File: src/rtl/bubble_capture_pkg.sv
`default_nettype none
// ---------------------------------------------------------------------------
// bubble_capture_pkg : state encoding and default timing constants for the
//                      bubble page capture block.   Revision 1.0
// ---------------------------------------------------------------------------
package bubble_capture_pkg;

   typedef enum logic [1:0] {
      IDLE    = 2'd0,
      DELAY   = 2'd1,
      CAPTURE = 2'd2
   } cap_state_e;

   localparam int CELL_CYCLES_48M = 480;
   localparam int PAGE_CELLS_STD  = 256;
   localparam int BOOT_CELLS_STD  = 512;

   function automatic int max_int(input int a, input int b);
      return (a > b) ? a : b;
   endfunction

endpackage
`default_nettype wire

File: src/rtl/bubble_byte_fifo.sv
`default_nettype none
// ---------------------------------------------------------------------------
// bubble_byte_fifo : synchronous FIFO for captured bytes plus last-of-page flag.
//                    Revision 1.0
// ---------------------------------------------------------------------------
module bubble_byte_fifo
   import bubble_capture_pkg::*;
#(
   parameter int DEPTH = 4,
   parameter int WIDTH = 9
) (
   input  logic             clk_i,
   input  logic             rst_i,
   input  logic             push_i,
   input  logic [WIDTH-1:0] data_i,
   input  logic             pop_i,
   output logic [WIDTH-1:0] data_o,
   output logic             full_o,
   output logic             empty_o
);

   localparam int              c_AW        = (DEPTH > 1) ? $clog2(DEPTH) : 1;
   localparam logic [c_AW:0]   c_DEPTH_CNT = (c_AW + 1)'(DEPTH);

   logic [WIDTH-1:0] mem_q [DEPTH];
   logic [c_AW-1:0]  wr_ptr_q;
   logic [c_AW-1:0]  rd_ptr_q;
   logic [c_AW:0]    count_q;
   logic             w_push;
   logic             w_pop;

   assign full_o  = (count_q == c_DEPTH_CNT);
   assign empty_o = (count_q == '0);
   // A push into a full FIFO is refused even when a pop happens in the same cycle
   assign w_push  = push_i & ~full_o;
   assign w_pop   = pop_i & ~empty_o;
   assign data_o  = mem_q[rd_ptr_q];

   always_ff @(posedge clk_i) begin
      if (rst_i) begin
         wr_ptr_q <= '0;
         rd_ptr_q <= '0;
         count_q  <= '0;
         for (int i = 0; i < DEPTH; i++) begin
            mem_q[i] <= '0;
         end
      end else begin
         if (w_push) begin
            mem_q[wr_ptr_q] <= data_i;
            wr_ptr_q        <= wr_ptr_q + c_AW'(1);
         end
         if (w_pop) begin
            rd_ptr_q <= rd_ptr_q + c_AW'(1);
         end
         if (w_push && !w_pop) begin
            count_q <= count_q + (c_AW + 1)'(1);
         end else if (w_pop && !w_push) begin
            count_q <= count_q - (c_AW + 1)'(1);
         end
      end
   end

endmodule
`default_nettype wire

File: src/rtl/bubble_page_capture.sv
`default_nettype none
// ---------------------------------------------------------------------------
// bubble_page_capture : recovers bubble bit cells after a replicator pulse and
//                       packs DOUT0/DOUT1 pairs into a byte stream.  Revision 1.0
// ---------------------------------------------------------------------------
module bubble_page_capture
   import bubble_capture_pkg::*;
#(
   parameter int CELL_CYCLES = CELL_CYCLES_48M,
   parameter int SAMPLE_OFS  = 240,
   parameter int PAGE_DELAY  = 4,
   parameter int PAGE_CELLS  = PAGE_CELLS_STD,
   parameter int BOOT_CELLS  = BOOT_CELLS_STD,
   parameter int FIFO_DEPTH  = 4
) (
   input  logic       MCLK,
   input  logic       MRST,
   input  logic       nBSEN,
   input  logic       nREPEN,
   input  logic       nBOOTEN,
   input  logic       DOUT0,
   input  logic       DOUT1,
   output logic [7:0] BYTE,
   output logic       BYTE_VALID,
   input  logic       BYTE_READY,
   output logic       BYTE_LAST,
   output logic       PAGE_START,
   output logic       PAGE_DONE,
   output logic       PAGE_ABORT,
   output logic       OVERFLOW
);

   localparam int c_CYC_W  = $clog2(CELL_CYCLES);
   localparam int c_CELL_W = $clog2(max_int(BOOT_CELLS, PAGE_CELLS)) + 1;

   localparam logic [c_CYC_W-1:0]  c_CYC_LAST   = c_CYC_W'(CELL_CYCLES - 1);
   localparam logic [c_CYC_W-1:0]  c_CYC_SAMPLE = c_CYC_W'(SAMPLE_OFS);
   localparam logic [c_CELL_W-1:0] c_DLY_LAST   = c_CELL_W'(PAGE_DELAY - 1);
   localparam cap_state_e          c_FIRST_ST   = (PAGE_DELAY == 0) ? CAPTURE : DELAY;

   localparam int c_I_BSEN = 4;
   localparam int c_I_REP  = 3;
   localparam int c_I_BOOT = 2;

   // ---------------- input synchronisers ----------------
   logic [4:0] w_pins;
   logic [4:0] sync1_q;
   logic [4:0] sync2_q;
   logic       rep_dly_q;

   assign w_pins = {nBSEN, nREPEN, nBOOTEN, DOUT1, DOUT0};

   always_ff @(posedge MCLK) begin
      if (MRST) begin
         sync1_q   <= '1;
         sync2_q   <= '1;
         rep_dly_q <= 1'b1;
      end else begin
         sync1_q   <= w_pins;
         sync2_q   <= sync1_q;
         rep_dly_q <= sync2_q[c_I_REP];
      end
   end

   logic       w_bsen_off;
   logic       w_rep_fall;
   logic       w_boot_sel;
   logic [1:0] w_pair;

   assign w_bsen_off = sync2_q[c_I_BSEN];
   assign w_rep_fall = ~sync2_q[c_I_REP] & rep_dly_q;
   assign w_boot_sel = ~sync2_q[c_I_BOOT];
   assign w_pair     = ~sync2_q[1:0];

   // ---------------- page FSM ----------------
   cap_state_e          state_q, state_d;
   logic [c_CYC_W-1:0]  cyc_q, cyc_d;
   logic [c_CELL_W-1:0] cell_q, cell_d;
   logic [c_CELL_W-1:0] len_q, len_d;
   logic [5:0]          pack_q, pack_d;
   logic                ovf_q, ovf_d;
   logic                start_q, start_d;
   logic                done_q, done_d;
   logic                abort_q, abort_d;

   logic                w_push;
   logic [8:0]          w_push_data;
   logic                w_fifo_full;
   logic                w_fifo_empty;
   logic [c_CYC_W-1:0]  w_cyc_next;
   logic                w_last_cell;

   assign w_cyc_next  = (cyc_q == c_CYC_LAST) ? '0 : cyc_q + c_CYC_W'(1);
   assign w_last_cell = (cell_q == len_q - c_CELL_W'(1));

   always_comb begin
      state_d     = state_q;
      cyc_d       = cyc_q;
      cell_d      = cell_q;
      len_d       = len_q;
      pack_d      = pack_q;
      ovf_d       = ovf_q;
      start_d     = 1'b0;
      done_d      = 1'b0;
      abort_d     = 1'b0;
      w_push      = 1'b0;
      w_push_data = {w_last_cell, w_pair, pack_q};

      case (state_q)
         IDLE: begin
            if (!w_bsen_off && w_rep_fall) begin
               state_d = c_FIRST_ST;
               start_d = 1'b1;
               len_d   = w_boot_sel ? c_CELL_W'(BOOT_CELLS) : c_CELL_W'(PAGE_CELLS);
               cyc_d   = '0;
               cell_d  = '0;
               pack_d  = '0;
               ovf_d   = 1'b0;
            end
         end
         DELAY: begin
            if (w_bsen_off) begin
               state_d = IDLE;
               abort_d = 1'b1;
               cyc_d   = '0;
               cell_d  = '0;
               pack_d  = '0;
            end else begin
               cyc_d = w_cyc_next;
               if (cyc_q == c_CYC_LAST) begin
                  if (cell_q == c_DLY_LAST) begin
                     state_d = CAPTURE;
                     cell_d  = '0;
                  end else begin
                     cell_d = cell_q + c_CELL_W'(1);
                  end
               end
            end
         end
         CAPTURE: begin
            if (w_bsen_off) begin
               state_d = IDLE;
               abort_d = 1'b1;
               cyc_d   = '0;
               cell_d  = '0;
               pack_d  = '0;
            end else begin
               cyc_d = w_cyc_next;
               if (cyc_q == c_CYC_SAMPLE) begin
                  // Page lengths are multiples of 4, so the cell index selects the pair slot
                  case (cell_q[1:0])
                     2'd0:    pack_d[1:0] = w_pair;
                     2'd1:    pack_d[3:2] = w_pair;
                     2'd2:    pack_d[5:4] = w_pair;
                     default: begin
                        w_push = 1'b1;
                        pack_d = '0;
                     end
                  endcase
                  cell_d = cell_q + c_CELL_W'(1);
                  if (w_last_cell) begin
                     state_d = IDLE;
                     done_d  = 1'b1;
                     cyc_d   = '0;
                     cell_d  = '0;
                  end
               end
            end
         end
         default: begin
            state_d = IDLE;
         end
      endcase

      if (w_push && w_fifo_full) begin
         ovf_d = 1'b1;
      end
   end

   always_ff @(posedge MCLK) begin
      if (MRST) begin
         state_q <= IDLE;
         cyc_q   <= '0;
         cell_q  <= '0;
         len_q   <= '0;
         pack_q  <= '0;
         ovf_q   <= 1'b0;
         start_q <= 1'b0;
         done_q  <= 1'b0;
         abort_q <= 1'b0;
      end else begin
         state_q <= state_d;
         cyc_q   <= cyc_d;
         cell_q  <= cell_d;
         len_q   <= len_d;
         pack_q  <= pack_d;
         ovf_q   <= ovf_d;
         start_q <= start_d;
         done_q  <= done_d;
         abort_q <= abort_d;
      end
   end

   // ---------------- output FIFO ----------------
   logic [8:0] w_head;

   bubble_byte_fifo #(
      .DEPTH (FIFO_DEPTH),
      .WIDTH (9)
   ) u_fifo (
      .clk_i   (MCLK),
      .rst_i   (MRST),
      .push_i  (w_push),
      .data_i  (w_push_data),
      .pop_i   (BYTE_READY),
      .data_o  (w_head),
      .full_o  (w_fifo_full),
      .empty_o (w_fifo_empty)
   );

   assign BYTE       = w_head[7:0];
   assign BYTE_LAST  = w_head[8];
   assign BYTE_VALID = ~w_fifo_empty;
   assign PAGE_START = start_q;
   assign PAGE_DONE  = done_q;
   assign PAGE_ABORT = abort_q;
   assign OVERFLOW   = ovf_q;

endmodule
`default_nettype wire
File: config.mk
export PLATFORM = sky130hd
export DESIGN_NAME = bubble_page_capture
export DESIGN_NICKNAME = d
export VERILOG_FILES = /design/src/rtl/bubble_capture_pkg.sv /design/src/rtl/bubble_byte_fifo.sv /design/src/rtl/bubble_page_capture.sv
export SDC_FILE = /design/constraint.sdc
export NUM_CORES = 1
export LEC_CHECK = 0
export BUFFER_PORTS_ARGS = -buffer_cell sky130_fd_sc_hd__buf_2
export CAP_MARGIN = 20
export CELL_PAD_IN_SITES_DETAIL_PLACEMENT = 0
export CELL_PAD_IN_SITES_GLOBAL_PLACEMENT = 1
export CORE_MARGIN = 1
export CORE_UTILIZATION = 52
export DETAILED_ROUTE_END_ITERATION = 16
export PLACE_DENSITY = 0.88
export SYNTH_ARGS = -nofsm -noshare
export SYNTH_HDL_FRONTEND = slang
export SYNTH_SLANG_ARGS = --single-unit
File: constraint.sdc
create_clock -name MCLK -period 7.6 [get_ports MCLK]
set_clock_uncertainty 0.2 [all_clocks]
set_input_delay 0.76 -clock MCLK [delete_from_list [all_inputs] [get_ports MCLK]]
set_output_delay 0.76 -clock MCLK [all_outputs]
set_load 0.02 [all_outputs]
==> Word-level counts from Yosys, hierarchy flattened <==
Memory sizes are Yosys's and may differ from the RTL's. A register that Yosys moved wholly into a read port is not among the register bits.
Cells that the tools add are included.
{ "word_totals": {"register_bits": 59, "latch_bits": 0, "ram_bits": 36, "romBits": 0, "input_bits": 8, "output_inout_bits": 14, "elab_cells": 139, "memories": 1} }
{ "memory_table": {"columns": ["name", "words", "word_bits", "read_ports", "rd_clocked_by_memory_dff", "write_ports", "line_no", "rtl"], "rows": [
  ["u_fifo.mem_q", 4, 9, 1, 1, 4, "bubble_byte_fifo.sv:25", "logic [WIDTH-1:0] mem_q [DEPTH];"]
]} }
{ "op_classes": {"add_sub_neg": 7, "n_mul": 0, "n_div": 0, "magnitude_cmp": 0, "n_eq_ne": 18, "n_shift": 0, "mux": 54, "n_bitwise": 11, "n_reduce_logical": 31} }
{ "ops": {"columns": ["operator", "count"], "rows": [
  ["10-bit 2-to-1 mux", 8],
  ["9-bit 2-to-1 mux", 7],
  ["10-bit one-hot mux with 3 select lines", 1],
  ["9-bit one-hot mux with 3 select lines", 1],
  ["6-bit 2-to-1 mux", 4],
  ["3-bit != test (second input constant)", 7],
  ["2-bit 2-to-1 mux", 10],
  ["5-bit AND reduction", 4],
  ["6-bit one-hot mux with 3 select lines", 1],
  ["1-bit 2-to-1 mux", 16],
  ["2-bit one-hot mux with 2 select lines", 3],
  ["2-bit OR reduction", 6],
  ["10-bit by 1-bit adder with 10-bit output (second input constant)", 1],
  ["10-bit equality test", 1],
  ["10-bit by 2-bit equality test with 1-bit output (second input constant)", 1],
  ["10-bit by 1-bit subtractor with 10-bit output (second input constant)", 1],
  ["9-bit by 1-bit adder with 9-bit output (second input constant)", 1],
  ["9-bit by 8-bit equality test with 1-bit output (second input constant)", 1],
  ["9-bit equality test (second input constant)", 1],
  ["9-bit OR reduction", 1],
  ["1-bit inverter", 7],
  ["3-bit 2-to-1 mux", 2],
  ["2-bit one-hot mux with 3 select lines", 1],
  ["2-bit AND reduction", 3],
  ["other kinds (18)", 32]
]} }

==> Longest topological paths before layout <==
Gate-level depths: netlist of run 1.
{ "logic_depth": {"word_depth": 12, "depth_mapped": 12, "ltp_nobuf": 11} }

==> Cells and area by module <==
Synthesis of run 1 repeated with hierarchy kept, for this count alone.
{ "hier_totals": {"cells_unflattened": 384, "area_unflattened_um2": 4210.3} }
{ "modules_own_cells": {"columns": ["mod", "n_inst", "cells_each", "area_each_um2", "seq_area_each_um2"], "rows": [
  ["bubble_page_capture", 1, 250, 2167.1, 880.8],
  ["bubble_byte_fifo", 1, 134, 2043.2, 1261.2]
]} }

==> Worst setup path after synthesis of run 1 <==
No wires, ideal clock.
{ "synth_path": {"path_kind": "register to register", "start": "register cyc_q[0]", "end": "register u_fifo.count_q[2]", "setup_ns": 0.070, "t_arrival_ns": 2.581, "required_ns": 7.330, "path_slack_ns": 4.749, "path_stages_with_launch": 13, "n_path_buf": 1, "synth_period_minus_slack_ns": 2.851, "path_cell_list": "dfxtp_1 -> inv_1 -> ha_1 -> nand4b_1 -> or4_1 -> buf_2 -> nor2_1 -> ha_1 -> inv_1 -> fa_1 -> xor2_1 -> or3_1 -> a21oi_1"} }
{ "synth_between": {"elab_chain_cells": 8, "elab_cells_between_ends": 10, "classes_between": "eq/ne: 1; mux: 4; bitwise: 1; reduce/logical: 4"} }
{ "synth_lines": {"columns": ["item", "line_no", "rtl"], "rows": [
  ["from (decl)", "bubble_page_capture.sv:77", "logic [c_CYC_W-1:0] cyc_q, cyc_d;"],
  ["from (signal assigned)", "bubble_page_capture.sv:193", "cyc_q <= cyc_d;"],
  ["9-bit by 8-bit equality test with 1-bit output (*)", "bubble_page_capture.sv:149", "if (cyc_q == c_CYC_SAMPLE) begin"],
  ["1-bit 2-to-1 mux (*)", "bubble_page_capture.sv:149", null],
  ["1-bit 2-to-1 mux (*)", "bubble_page_capture.sv:141", "if (w_bsen_off) begin"],
  ["1-bit 2-to-1 mux (*)", "bubble_page_capture.sv:109", "case (state_q)"],
  ["1-bit AND (*)", "bubble_byte_fifo.sv:35", "assign w_push = push_i & ~full_o;"],
  ["net u_fifo.w_push", "bubble_byte_fifo.sv:29", "logic w_push;"],
  ["1-bit logical NOT", "bubble_byte_fifo.sv:57", "end else if (w_pop && !w_push) begin"],
  ["1-bit logical AND", "bubble_byte_fifo.sv:57", null],
  ["2-bit nonzero test (no line)", null, null],
  ["to (signal assigned)", "bubble_byte_fifo.sv:56", "count_q <= count_q + (c_AW + 1)'(1);"],
  ["to (signal assigned)", "bubble_byte_fifo.sv:58", "count_q <= count_q - (c_AW + 1)'(1);"],
  ["to (decl)", "bubble_byte_fifo.sv:28", "logic [c_AW:0] count_q;"]
]} }
The timed path passes the listed nets; every way through them passes the cells marked *.
A chain may end at the register's enable or synchronous reset.

==> Final worst setup path of run 1 <==
{ "layout_path": {"start": "register sync2_q[4]", "end": "register cell_q[7]"} }
{ "layout_between": {"elab_chain_cells": 4, "elab_cells_between_ends": 9, "classes_between": "eq/ne: 3; mux: 3; reduce/logical: 3"} }
{ "layout_lines": {"columns": ["item", "line_no", "rtl"], "rows": [
  ["from (decl)", "bubble_page_capture.sv:48", "logic [4:0] sync2_q;"],
  ["from (signal assigned)", "bubble_page_capture.sv:60", "sync2_q <= sync1_q;"],
  ["1-bit logical NOT", "bubble_page_capture.sv:111", "if (!w_bsen_off && w_rep_fall) begin"],
  ["1-bit logical AND", "bubble_page_capture.sv:111", null],
  ["2-bit != test (no line)", null, null],
  ["4-bit AND reduction (no line)", null, null],
  ["to (signal assigned)", "bubble_page_capture.sv:194", "cell_q <= cell_d;"],
  ["to (decl)", "bubble_page_capture.sv:78", "logic [c_CELL_W-1:0] cell_q, cell_d;"]
]} }
Several ways; a longest one is shown, not always the timed one.

==> run_results.csv, run 1 <==
group,metric,value,unit
pwr,p_comb_share,9.5,%
setup_path,setup.worst_path.start,"sync2_q[4]$_SDFF_PP1_",
place,place_congestion,0.8512,
logic_synthesis,ys.flop_type,"dfxtp_1",
logic_synthesis,syn_inst,399,
place,portBuffers,21,
sta,finalHoldViolCount,0,
floorplan,dieArea,0.008348,mm²
pwr,ir_drop,0.1343,mV
cts,clockBufferDepth,2,
logic_synthesis,seq_area_frac_synth,51.58,%
pwr,seqPwrFrac,56.8,%
setup_path,startpoint_type,"flop",
setup_path,arrival,3190,ps
route,dr.pass1.iters,4,
sta,slew_headroom,31.88,%
sta,rsz0062_at_grt,"false",
sta,worst_pin_slew,1017,ps
cts,cts_num_sinks,89,
grt,grt_use_met2,35.80,%
route,wl_per_cell,15.26,µm
logic_synthesis,synthTopCellsByArea,"edfxtp_1 (26%), dfxtp_1 (26%), mux4_2 (4.9%), ha_1 (3.6%), nor2_1 (3.4%)",
grt,overflow,0,
route,ant_nets,0,
setup_path,criticalPathCategory,"reg2reg",
route,vias,2932,
pwr,switching_share,25.91,%
pwr,netSwitchingPower,0.0002357,W
finish,finish.instance_area,0.004503,mm²
floorplan,num_io_pins,22,
setup_path,critPathMaxFanout,13,
place,dpl_cell_area,0.004315,mm²
logic_synthesis,netlist_area,0.004153,mm²
cts,post_cts_buffers,0,
cts,cts_hold_buffers,0,
floorplan,rows,32,
finish,area_growth,8.436,%
logic_synthesis,ys_warn_count,0,
grt,grt_max_degree,55,
cts,worst_skew_pair.late_latency,360,ps
finish,n_antenna_cell,0,
sta,setup_viol,0,
logic_synthesis,synth_fp_nets,420,
logic_synthesis,synth_top_area_share,26.03,%
finish,final_layout_size_suffix_gt1_share,16.75,%
setup_path,r2r_cells,5,
cts,cts_made_buffers,9,
floorplan,core-area,0.007727,mm²
finish,layout.cells.non_filler,520,
grt,grt_util_met3,4.439,%
pwr,p_int,0.0006740,W
cts,cts_tree,"built",
floorplan,initial_utilization,53.74,%
grt,met1_usage,26.40,%
finish,final_nets,434,
setup_path,r2r-start,"sync2_q[4]$_SDFF_PP1_",
sta,finalCritPeriodShare,41.05,%
logic_synthesis,synthTopCellsByCount,"dfxtp_1 (53), nor2_1 (38), edfxtp_1 (36)",
route,drc,0,
route,vias_per_cell,5.638,
setup_path,rrSetupSlack,4480,ps
place,dp_cells,504,
setup_path,slowest_delay,790,ps
sta,setup_tns,0,ps
logic_synthesis,synth_area_leader_cell,"edfxtp_1",
cts,clock-root-buffer,"clkbuf_8",
grt,busiest_layer,"met2",
floorplan,die_h,91.37,µm
floorplan,fp.dieW,91.37,µm
hold_path,hold_path.class,"reg2reg",
logic_synthesis,synthArstFlopShare,0,%
sta,finalCriticalPeriod,3120,ps
setup_path,required,7670,ps
status,status,"finished, final reports clean",
grt,antenna_found_initial,0,
route,drtIter0Drc,113,
setup_path,cp_cell_sequence,"or3b_2, a21oi_1, nand3_1, or4_1, a221oi_1",
logic_synthesis,synth_seq_cells,89,
logic_synthesis,synth_edf_count,36,
setup_path,slowest_stage,"a21oi_1",
place,post-dp-hpwl,5.705,mm
logic_synthesis,synthDistinctLibCells,56,
route,wl,7.934,mm
pwr,leakagePower,1.568,nW
logic_synthesis,postSynthAreaPerCell,10.41,µm²
pwr,p_per_area,202.0,mW/mm²
setup_path,endpoint_kind,"flop",
cts,cts.repair.resized,0,
grt,grt_pass1_wl,13.46,mm
cts,clk_pin_slew_worst_paths,90,ps
setup_path,cp-endpoint,"cell_q[7]$_SDFFE_PP0P_",
grt,grt_pass1_vias,2743,
logic_synthesis,yosysMostFrequentCell,"dfxtp_1",
cts,htreeDepth,3,
sta,slew_viol_final,0,
pwr,p_clk_share,33.7,%
setup_path,reg2reg_to,"cell_q[7]$_SDFFE_PP0P_",
grt,track_usage,21.08,%
sta,fmax,320.5,MHz
run,max_cap_violations,0,
[cells by family (layout without fill, tap and decap cells)]
group,Yosys count,in the layout,share of synthesized area (%)
AND/OR/NAND/NOR,167,167,21.18
flip-flops,89,89,51.58
AO/OA/AOI/OAI,65,65,11.00
buffers and inverters,41,60,3.947
adder cells (fa/ha/maj),13,13,4.098
multiplexers,13,13,5.875
XOR/XNOR,11,11,2.320
[worst max-delay path, delay by kind of cell (launching register included)]
family,cells,cell delay [ps]
DFF,1,360
and+or+nand+nor,3,1430
AOI/OAI and AO/OA,2,1040
[per-stage QoR]
stage	hold slack (ps)	total power, W	utilization [%]	setup WS [ps]
final	201.4	0.0009097	58.27	4480
after global routing	227.5	0.0009458	58.27	4216
after CTS	202.8	0.0009162	58.27	4498
after detailed placement	196.8	0.0006146	55.85	4515
after global placement	193.5	0.0006120	55.85	4578
after floorplan	189.5	0.0005918	-	4749
[layout by cell type (no fill, tap or decap), drive strengths merged, types with 5 or more instances in the layout]
cell type / instances
dfxtp: 53
nor2: 38
edfxtp: 36
nand2: 36
inv: 23
buf: 23
a21oi: 16
or2: 13
nor3: 13
ha: 12
nand3: 11
clkbuf: 11
mux4: 9
or3: 8
or4: 7
nand4: 7
a31oi: 7
xor2: 7
and2: 7
nand2b: 6
a211oi: 6
nor4: 6
o2111ai: 6
o211ai: 5
o21ai: 5
[worst min-delay path by stage]
stage | start | endpoint | slack (ps) | depth (start not counted)
2_1_floorplan | sync1_q[0]$_SDFF_PP1_ | sync2_q[0]$_SDFF_PP1_ | 190 | 1
3_3_place_gp | sync1_q[2]$_SDFF_PP1_ | sync2_q[2]$_SDFF_PP1_ | 190 | 1
3_5_place_dp | sync1_q[1]$_SDFF_PP1_ | sync2_q[1]$_SDFF_PP1_ | 200 | 1
4_1_cts | sync1_q[1]$_SDFF_PP1_ | sync2_q[1]$_SDFF_PP1_ | 200 | 1
5_1_grt | sync1_q[1]$_SDFF_PP1_ | sync2_q[1]$_SDFF_PP1_ | 230 | 1
6_report | sync1_q[1]$_SDFF_PP1_ | sync2_q[1]$_SDFF_PP1_ | 200 | 1
[per-layer routing]
layer | up-vias | share of wire, %
li1 | 1497 | -
met1 | 1376 | 45
met2 | 53 | 50
met3 | 6 | 3.3
met4 | 0 | 1.2
met5 | - | 0
[cell type report]
class                   count  area (µm²)
fillers                   660        3224
flip-flops and latches     89        2142
multi-input cells         269        1847
clock buffers              11       152.6
well taps                 102       127.6
repair buffers             23       120.1
inverters                  21       78.83
clock inverters             5       35.03
[power by group through the flow]
stage	registers [W]	logic (W)	clock network (W)
finish	0.000517	0.0000864	0.000306
global placement	0.000527	0.0000848	0
floorplan	0.000526	0.0000660	0
detailed placement	0.000528	0.0000863	0
global route	0.000519	0.0000969	0.000330
CTS	0.000517	0.0000867	0.000312
[sequential cells by signal (all words and copies together) (netlist names), named ones only]
signal           cells
u_fifo.mem_q        36
cell_q              10
u_fifo.rd_ptr_q      2
PAGE_START           1
rep_dly_q            1
u_fifo.wr_ptr_q      2
PAGE_DONE            1
u_fifo.count_q       3
cyc_q                9
state_q              2
PAGE_ABORT           1
OVERFLOW             1
sync1_q              5
sync2_q              5
pack_q               6
len_q                2
No activity file was read; power rests on OpenSTA's default activity.
==> run 2, diff against run 1 <==
--- a/config.mk
+++ b/config.mk
@@ -10,9 +10,9 @@
 export CELL_PAD_IN_SITES_DETAIL_PLACEMENT = 0
 export CELL_PAD_IN_SITES_GLOBAL_PLACEMENT = 1
 export CORE_MARGIN = 1
-export CORE_UTILIZATION = 52
+export CORE_UTILIZATION = 48
 export DETAILED_ROUTE_END_ITERATION = 16
-export PLACE_DENSITY = 0.88
+export PLACE_DENSITY = 0.83
 export SYNTH_ARGS = -nofsm -noshare
 export SYNTH_HDL_FRONTEND = slang
 export SYNTH_SLANG_ARGS = --single-unit
==> constraint.sdc (replaced) <==
create_clock -name MCLK -period 3 [get_ports MCLK]
set_clock_uncertainty 0.2 [all_clocks]
set_input_delay 0.3 -clock MCLK [delete_from_list [all_inputs] [get_ports MCLK]]
set_output_delay 0.3 -clock MCLK [all_outputs]
set_load 0.02 [all_outputs]
==> run 2 against run 1 <==
Net effect: sequential cell count unchanged; combinational power increased to 2.8 times the previous value; utilization decreased by 2.3 points; first-iteration DRC count decreased by 12%; fmax increased by 9.4%; non-clock buffer count increased by 14; via count increased by 4.5%; sequential share of layout area decreased by 1.5 points; largest cell class unchanged; largest power group unchanged; highest routed layer unchanged.
==> run_results.csv, run 2 (synthesis results as in run 1) <==
group,metric,value,unit
grt,overflow,0,
hold_path,hold_path.class,"in2reg",
sta,finalCritPeriodShare,95.05,%
pwr,seqPwrFrac,55.3,%
pwr,p_int,0.001694,W
place,dp_cells,516,
run,max_cap_violations,0,
floorplan,num_io_pins,22,
setup_path,required,3100,ps
route,vias,3065,
route,vias_per_cell,5.708,
pwr,p_comb_share,10.1,%
setup_path,arrival,2950,ps
sta,rsz0062_at_grt,"false",
route,wl_per_cell,15.78,µm
cts,clockBufferDepth,2,
hold_path,min-delay-start,"MRST",
route,wl,8.472,mm
hold_path,min_path_cells,2,
cts,cts_made_buffers,9,
floorplan,rows,33,
cts,cts_tree,"built",
setup_path,r2r_cells,11,
place,place_congestion,0.8324,
sta,worst_pin_slew,1040,ps
status,status,"finished, final reports clean",
grt,grt_pass1_vias,2977,
finish,final_common_cell,"dfxtp_1",
place,post-dp-hpwl,5.831,mm
finish,seq_area,0.002142,mm²
grt,antenna_found_initial,0,
floorplan,core-area,0.008299,mm²
sta,holdWs,115.2,ps
sta,setup_tns,0,ps
pwr,finalPower,0.002365,W
grt,track_usage,20.72,%
cts,cts_num_sinks,89,
sta,slew_viol_final,0,
finish,layout.cells.non_filler,537,
pwr,netSwitchingPower,0.0006715,W
setup_path,rrSetupSlack,150,ps
finish,final_nets,448,
finish,regMostFlops,"u_fifo.mem_q",
route,dr.pass1.iters,4,
floorplan,fp.dieW,95.02,µm
floorplan,initial_utilization,50.04,%
sta,finalHoldViolCount,0,
finish,layout_common_cells,"dfxtp_1 (53), nor2_1 (37), edfxtp_1 (36)",
finish,multi_input_area,0.001861,mm²
pwr,switching_share,28.39,%
pwr,leakagePower,1.640,nW
cts,clk_pin_slew_worst_paths,100,ps
floorplan,die_h,95.02,µm
sta,finalCriticalPeriod,2851,ps
cts,clock-root-buffer,"clkbuf_8",
setup_path,critPathMaxFanout,6,
finish,final_layout_size_suffix_gt1_share,19.44,%
pwr,ir_drop,0.2773,mV
finish,area_growth,11.87,%
setup_path,reg2reg_to,"u_fifo.count_q[2]$_SDFFE_PP0P_",
finish,fillers,711,
cts,htreeDepth,3,
route,drtIter0Drc,99,
finish,reg_top3,"u_fifo.mem_q: 36 flops, cell_q: 10 flops, cyc_q: 9 flops",
setup_path,r2r-start,"cyc_q[0]$_SDFFE_PP0P_",
setup_path,endpoint_kind,"flop",
grt,grt_max_degree,40,
sta,setup_viol,0,
pwr,p_clk_share,34.5,%
sta,slew_headroom,30.37,%
route,drc,0,
pwr,p_per_area,509.2,mW/mm²
cts,post_cts_buffers,0,
finish,largest_reg_flops,36,
place,portBuffers,21,
sta,fmax,350.7,MHz
finish,n_antenna_cell,0,
hold_path,hold_end,"pack_q[0]$_SDFFE_PP0P_",
cts,worst_skew_pair.late_latency,360,ps
grt,grt_pass1_wl,14.25,mm
setup_path,criticalPathCategory,"reg2reg",
floorplan,dieArea,0.009028,mm²
setup_path,startpoint_type,"flop",
route,ant_nets,0,
## run 2: worst max-delay path: stages, from the launching register on
cell and delay, ps:
dfxtp_1 350, inv_1 90, ha_1 170, nand4b_1 100, or4_4 480, nor2_4 140
ha_2 200, inv_1 50, fa_1 370, xor2_1 180, or3_1 310, a21oi_1 150
## run 2: per-stage QoR
stage	setup WS (ps)	instance area [µm²]	utilization, %
finish	148.6	4646	55.98
global route	2.251	4646	55.98
CTS	6.782	4632	55.81
detailed placement	29.27	4387	52.86
global placement	165.5	4387	52.86
floorplan	148.8	4153	-
## run 2: how the worst max path moves through the flow
stage                               start                             end  slack, ps
finish              cyc_q[0]$_SDFFE_PP0P_  u_fifo.count_q[2]$_SDFFE_PP0P_        150
global route        cyc_q[0]$_SDFFE_PP0P_  u_fifo.count_q[2]$_SDFFE_PP0P_          2
CTS                 cyc_q[0]$_SDFFE_PP0P_  u_fifo.count_q[2]$_SDFFE_PP0P_          7
global placement    cyc_q[0]$_SDFFE_PP0P_  u_fifo.count_q[2]$_SDFFE_PP0P_        170
floorplan           cyc_q[0]$_SDFFE_PP0P_  u_fifo.count_q[2]$_SDFFE_PP0P_        150
detailed placement  cyc_q[0]$_SDFFE_PP0P_  u_fifo.count_q[2]$_SDFFE_PP0P_         30
## run 2: timing repair
action | 4_1_cts | 5_1_grt
endpoints found under the hold margin | 5 | 0
hold buffers | 5 | 0
resized for setup | 0 | 4
setup endpoints to repair | 0 | 10
## run 2: routing by layer
layer	part of all wire (%)	up-vias	track usage, %	wire length [µm]
li1	-	1520	-	-
met1	47	1471	26.37	3956
met2	49	59	34.59	4135
met3	3.0	15	5.343	253
met4	1.5	0	6.313	127
met5	0	-	0	0
## run 2: final cells by class
| type | count | share of cell area [%] |
|---|---|---|
| timing repair buffer | 37 | 5.117 |
| clock buffer | 9 | 2.666 |
| clock inverter | 7 | 1.535 |
| sequential | 89 | 46.11 |
| multi-input combinational | 269 | 40.05 |
| tap | 105 | 2.828 |
| inverter | 21 | 1.697 |
## run 2: power groups by stage
stage                     combinational, W  sequential [W]  clock (W)
after floorplan                   0.000167         0.00133          0
after global placement            0.000228         0.00134          0
after detailed placement          0.000232         0.00134          0
after CTS                         0.000238         0.00131   0.000827
after global routing              0.000267         0.00132   0.000883
final                             0.000239         0.00131   0.000817
==> run 3, diff against run 2 <==
--- a/config.mk
+++ b/config.mk
@@ -5,14 +5,16 @@
 export SDC_FILE = /design/constraint.sdc
 export NUM_CORES = 1
 export LEC_CHECK = 0
+export ABC_AREA = 1
 export BUFFER_PORTS_ARGS = -buffer_cell sky130_fd_sc_hd__buf_2
 export CAP_MARGIN = 20
 export CELL_PAD_IN_SITES_DETAIL_PLACEMENT = 0
 export CELL_PAD_IN_SITES_GLOBAL_PLACEMENT = 1
 export CORE_MARGIN = 1
 export CORE_UTILIZATION = 48
+export CTS_BUF_LIST = sky130_fd_sc_hd__clkbuf_4
 export DETAILED_ROUTE_END_ITERATION = 16
-export PLACE_DENSITY = 0.83
+export PLACE_DENSITY = 0.86
 export SYNTH_ARGS = -nofsm -noshare
 export SYNTH_HDL_FRONTEND = slang
 export SYNTH_SLANG_ARGS = --single-unit
==> run 3 against run 2 <==
Net effect: sequential share of layout area decreased by 0.26 points; area after synthesis increased by 2.7%; count of clock-buffer cells in the layout unchanged; critical path type unchanged; cell count increased by 21%; largest cell class unchanged; combinational power increased to 4.1 times the previous value; routed wire length decreased by 0.58%; sequential cell count unchanged; global-route usage decreased by 1.3 points; critical path depth increased by 3.
==> run_results.csv, run 3 <==
group,metric,value,unit
route,ant_nets,0,
sta,slew_headroom,63.31,%
sta,finalCriticalPeriod,2472,ps
cts,htreeDepth,3,
place,dpl_cell_area,0.004478,mm²
sta,slew_viol_final,0,
cts,clock-root-buffer,"clkbuf_4",
pwr,p_comb_share,31.6,%
route,drc,0,
logic_synthesis,synthTopCellsByCount,"nor2_1 (91), nand2_1 (65), inv_1 (60)",
sta,fmax,404.5,MHz
cts,clk_pin_slew_worst_paths,150,ps
grt,overflow,0,
finish,n_antenna_cell,0,
setup_path,endpoint_kind,"flop",
route,dr.pass1.iters,4,
floorplan,initial_utilization,49.13,%
route,vias,3366,
finish,final_layout_size_suffix_gt1_share,14.58,%
logic_synthesis,yosysMostFrequentCell,"nor2_1",
pwr,netSwitchingPower,0.001190,W
logic_synthesis,synth_fp_nets,527,
grt,busiest_layer,"met2",
logic_synthesis,netlist_area,0.004264,mm²
grt,grt_util_met3,3.318,%
finish,final_common_cell,"nor2_1",
logic_synthesis,synthArstFlopShare,0,%
grt,track_usage,19.45,%
logic_synthesis,ys.flop_type,"dfxtp_1",
cts,clockBufferDepth,2,
route,vias_per_cell,5.178,
setup_path,critPathMaxFanout,7,
route,drtIter0Drc,125,
cts,worst_skew_pair.late_latency,430,ps
floorplan,num_io_pins,22,
pwr,finalPower,0.003119,W
setup_path,cp_cell_sequence,"inv_1, ha_1, nand2_2, nor2_1, nand3_4, inv_1, ha_1, inv_1, fa_1, nor2_1, nor2_1, nand2_1, o21ai_0, a21oi_1",
floorplan,fp.dieW,96.25,µm
route,wl,8.423,mm
pwr,p_per_area,667.6,mW/mm²
logic_synthesis,synth_edf_count,36,
logic_synthesis,postSynthAreaPerCell,8.427,µm²
finish,largest_reg_flops,36,
setup_path,slowest_stage,"fa_1",
setup_path,slowest_delay,380,ps
sta,setup_tns,0,ps
grt,antenna_found_initial,0,
logic_synthesis,ys_warn_count,0,
sta,finalCritPeriodShare,82.40,%
setup_path,required,3180,ps
sta,finalHoldViolCount,0,
finish,area_growth,9.566,%
floorplan,core-area,0.008678,mm²
route,wl_per_cell,12.96,µm
pwr,p_int,0.001929,W
status,status,"finished, final reports clean",
setup_path,arrival,2650,ps
cts,cts_tree,"built",
cts,cts_num_sinks,89,
run,max_cap_violations,0,
sta,worst_pin_slew,550.4,ps
grt,grt_pass1_wl,13.69,mm
grt,grt_max_degree,30,
place,place_congestion,0.8663,
cts,post_cts_buffers,0,
sta,rsz0062_at_grt,"false",
finish,final_nets,558,
finish,finish.instance_area,0.004672,mm²
setup_path,startpoint_type,"flop",
place,post-dp-hpwl,5.991,mm
logic_synthesis,seq_area_frac_synth,50.23,%
grt,grt_use_met2,36.05,%
setup_path,criticalPathCategory,"reg2reg",
logic_synthesis,synthTopCellsByArea,"edfxtp_1 (25%), dfxtp_1 (25%), nor2_1 (8.0%), nand2_1 (5.7%), inv_1 (5.3%)",
floorplan,dieArea,0.009264,mm²
logic_synthesis,synth_area_leader_cell,"edfxtp_1",
grt,grt_pass1_vias,3042,
logic_synthesis,synthDistinctLibCells,34,
pwr,switching_share,38.14,%
cts,cts_made_buffers,9,
pwr,p_clk_share,22.2,%
grt,met1_usage,22.66,%
logic_synthesis,syn_inst,506,
sta,setup_viol,0,
finish,final_util,53.84,%
floorplan,die_h,96.25,µm
hold_path,hold_path.class,"in2reg",
logic_synthesis,synth_seq_cells,89,
place,portBuffers,21,
finish,reg_top3,"u_fifo.mem_q: 36 flops, cell_q: 10 flops, cyc_q: 9 flops",
pwr,leakagePower,1.758,nW
finish,regMostFlops,"u_fifo.mem_q",
floorplan,rows,34,
pwr,seqPwrFrac,46.2,%
pwr,ir_drop,0.3467,mV
finish,layout_common_cells,"nor2_1 (91), nand2_1 (65), inv_1 (60)",
logic_synthesis,synth_top_area_share,25.35,%
run 3: cell count changes after synthesis, moves of 7 or more:
cell / previous run / this run
o21ai_0: 3 / 40
nand2_1: 35 / 65
inv_1: 21 / 60
nor3_2: 1 / 11
o22ai_1: 0 / 10
nor2_1: 38 / 91
mux4_2: 9 / 0
nand3_1: 11 / 25
or4_1: 7 / 0
a21oi_1: 16 / 26
clkbuf_1: 16 / 8
run 3: critical path: cells and delay by family (launching register included):
kind | cells | cell delay [ps]
adders and majority gates | 3 | 740
and+or+nand+nor | 6 | 720
DFF | 1 | 360
buffers and inverters | 3 | 230
AOI/OAI and AO/OA | 2 | 180
run 3: worst paths after layout:
path | to | start | depth (start not counted) | slack (ps)
setup / recovery | u_fifo.count_q[2]$_SDFFE_PP0P_ | state_q[0]$_SDFFE_PP0P_ | 14 | 530
hold / removal | u_fifo.rd_ptr_q[0]$_SDFFE_PP0P_ | BYTE_READY | 4 | 20
setup reg to reg | u_fifo.count_q[2]$_SDFFE_PP0P_ | state_q[0]$_SDFFE_PP0P_ | 14 | 530
hold reg to reg | sync2_q[2]$_SDFF_PP1_ | sync1_q[2]$_SDFF_PP1_ | 1 | 230
run 3: cell families after synthesis:
logic type | count (synthesis) | share of synthesized area (%)
AO/OA/AOI/OAI | 83 | 10.59
AND/OR/NAND/NOR | 238 | 26.58
buffers and inverters | 77 | 7.365
flip-flops | 89 | 50.23
XOR/XNOR | 6 | 1.232
adder cells (fa/ha/maj) | 13 | 3.991
run 3: layout make-up:
type                       count  area, µm²
clock buffer                   9      67.56
fill                         832       4006
inverter                      66      250.2
clock inverter                 7      76.32
multi-input combinational    340       1808
timing repair buffer          31      192.7
sequential                    89       2142
tap                          108      135.1
run 3: timing repair:
| action | CTS | global route |
|---|---|---|
| resized for setup | 0 | 0 |
| hold endpoints to repair | 5 | 0 |
| hold buffers | 5 | 0 |
run 3: per-stage QoR:
step	hold slack, ps	worst slack (ps)	std cells
2_1_floorplan	189.5	593.2	506
3_3_place_gp	194.4	594.5	629
3_5_place_dp	199.3	507.2	629
4_1_cts	9.163	494.5	650
5_1_grt	45.83	319.9	650
6_report	22.19	528.0	650
run 3: per-layer routing:
| metal | vias to the layer above | share of wire (%) |
|---|---|---|
| li1 | 1737 | - |
| met1 | 1569 | 45 |
| met2 | 53 | 51 |
| met3 | 7 | 3.3 |
| met4 | 0 | 0.87 |
| met5 | - | 0 |
run 3: power by group through the flow:
stage | clock, W | sequential (W) | combinational [W]
after floorplan | 0 | 0.00146 | 0.000754
after global placement | 0 | 0.00146 | 0.000963
after detailed placement | 0 | 0.00147 | 0.000987
after CTS | 0.000707 | 0.00144 | 0.000994
after global routing | 0.000750 | 0.00146 | 0.00112
final | 0.000692 | 0.00144 | 0.000987
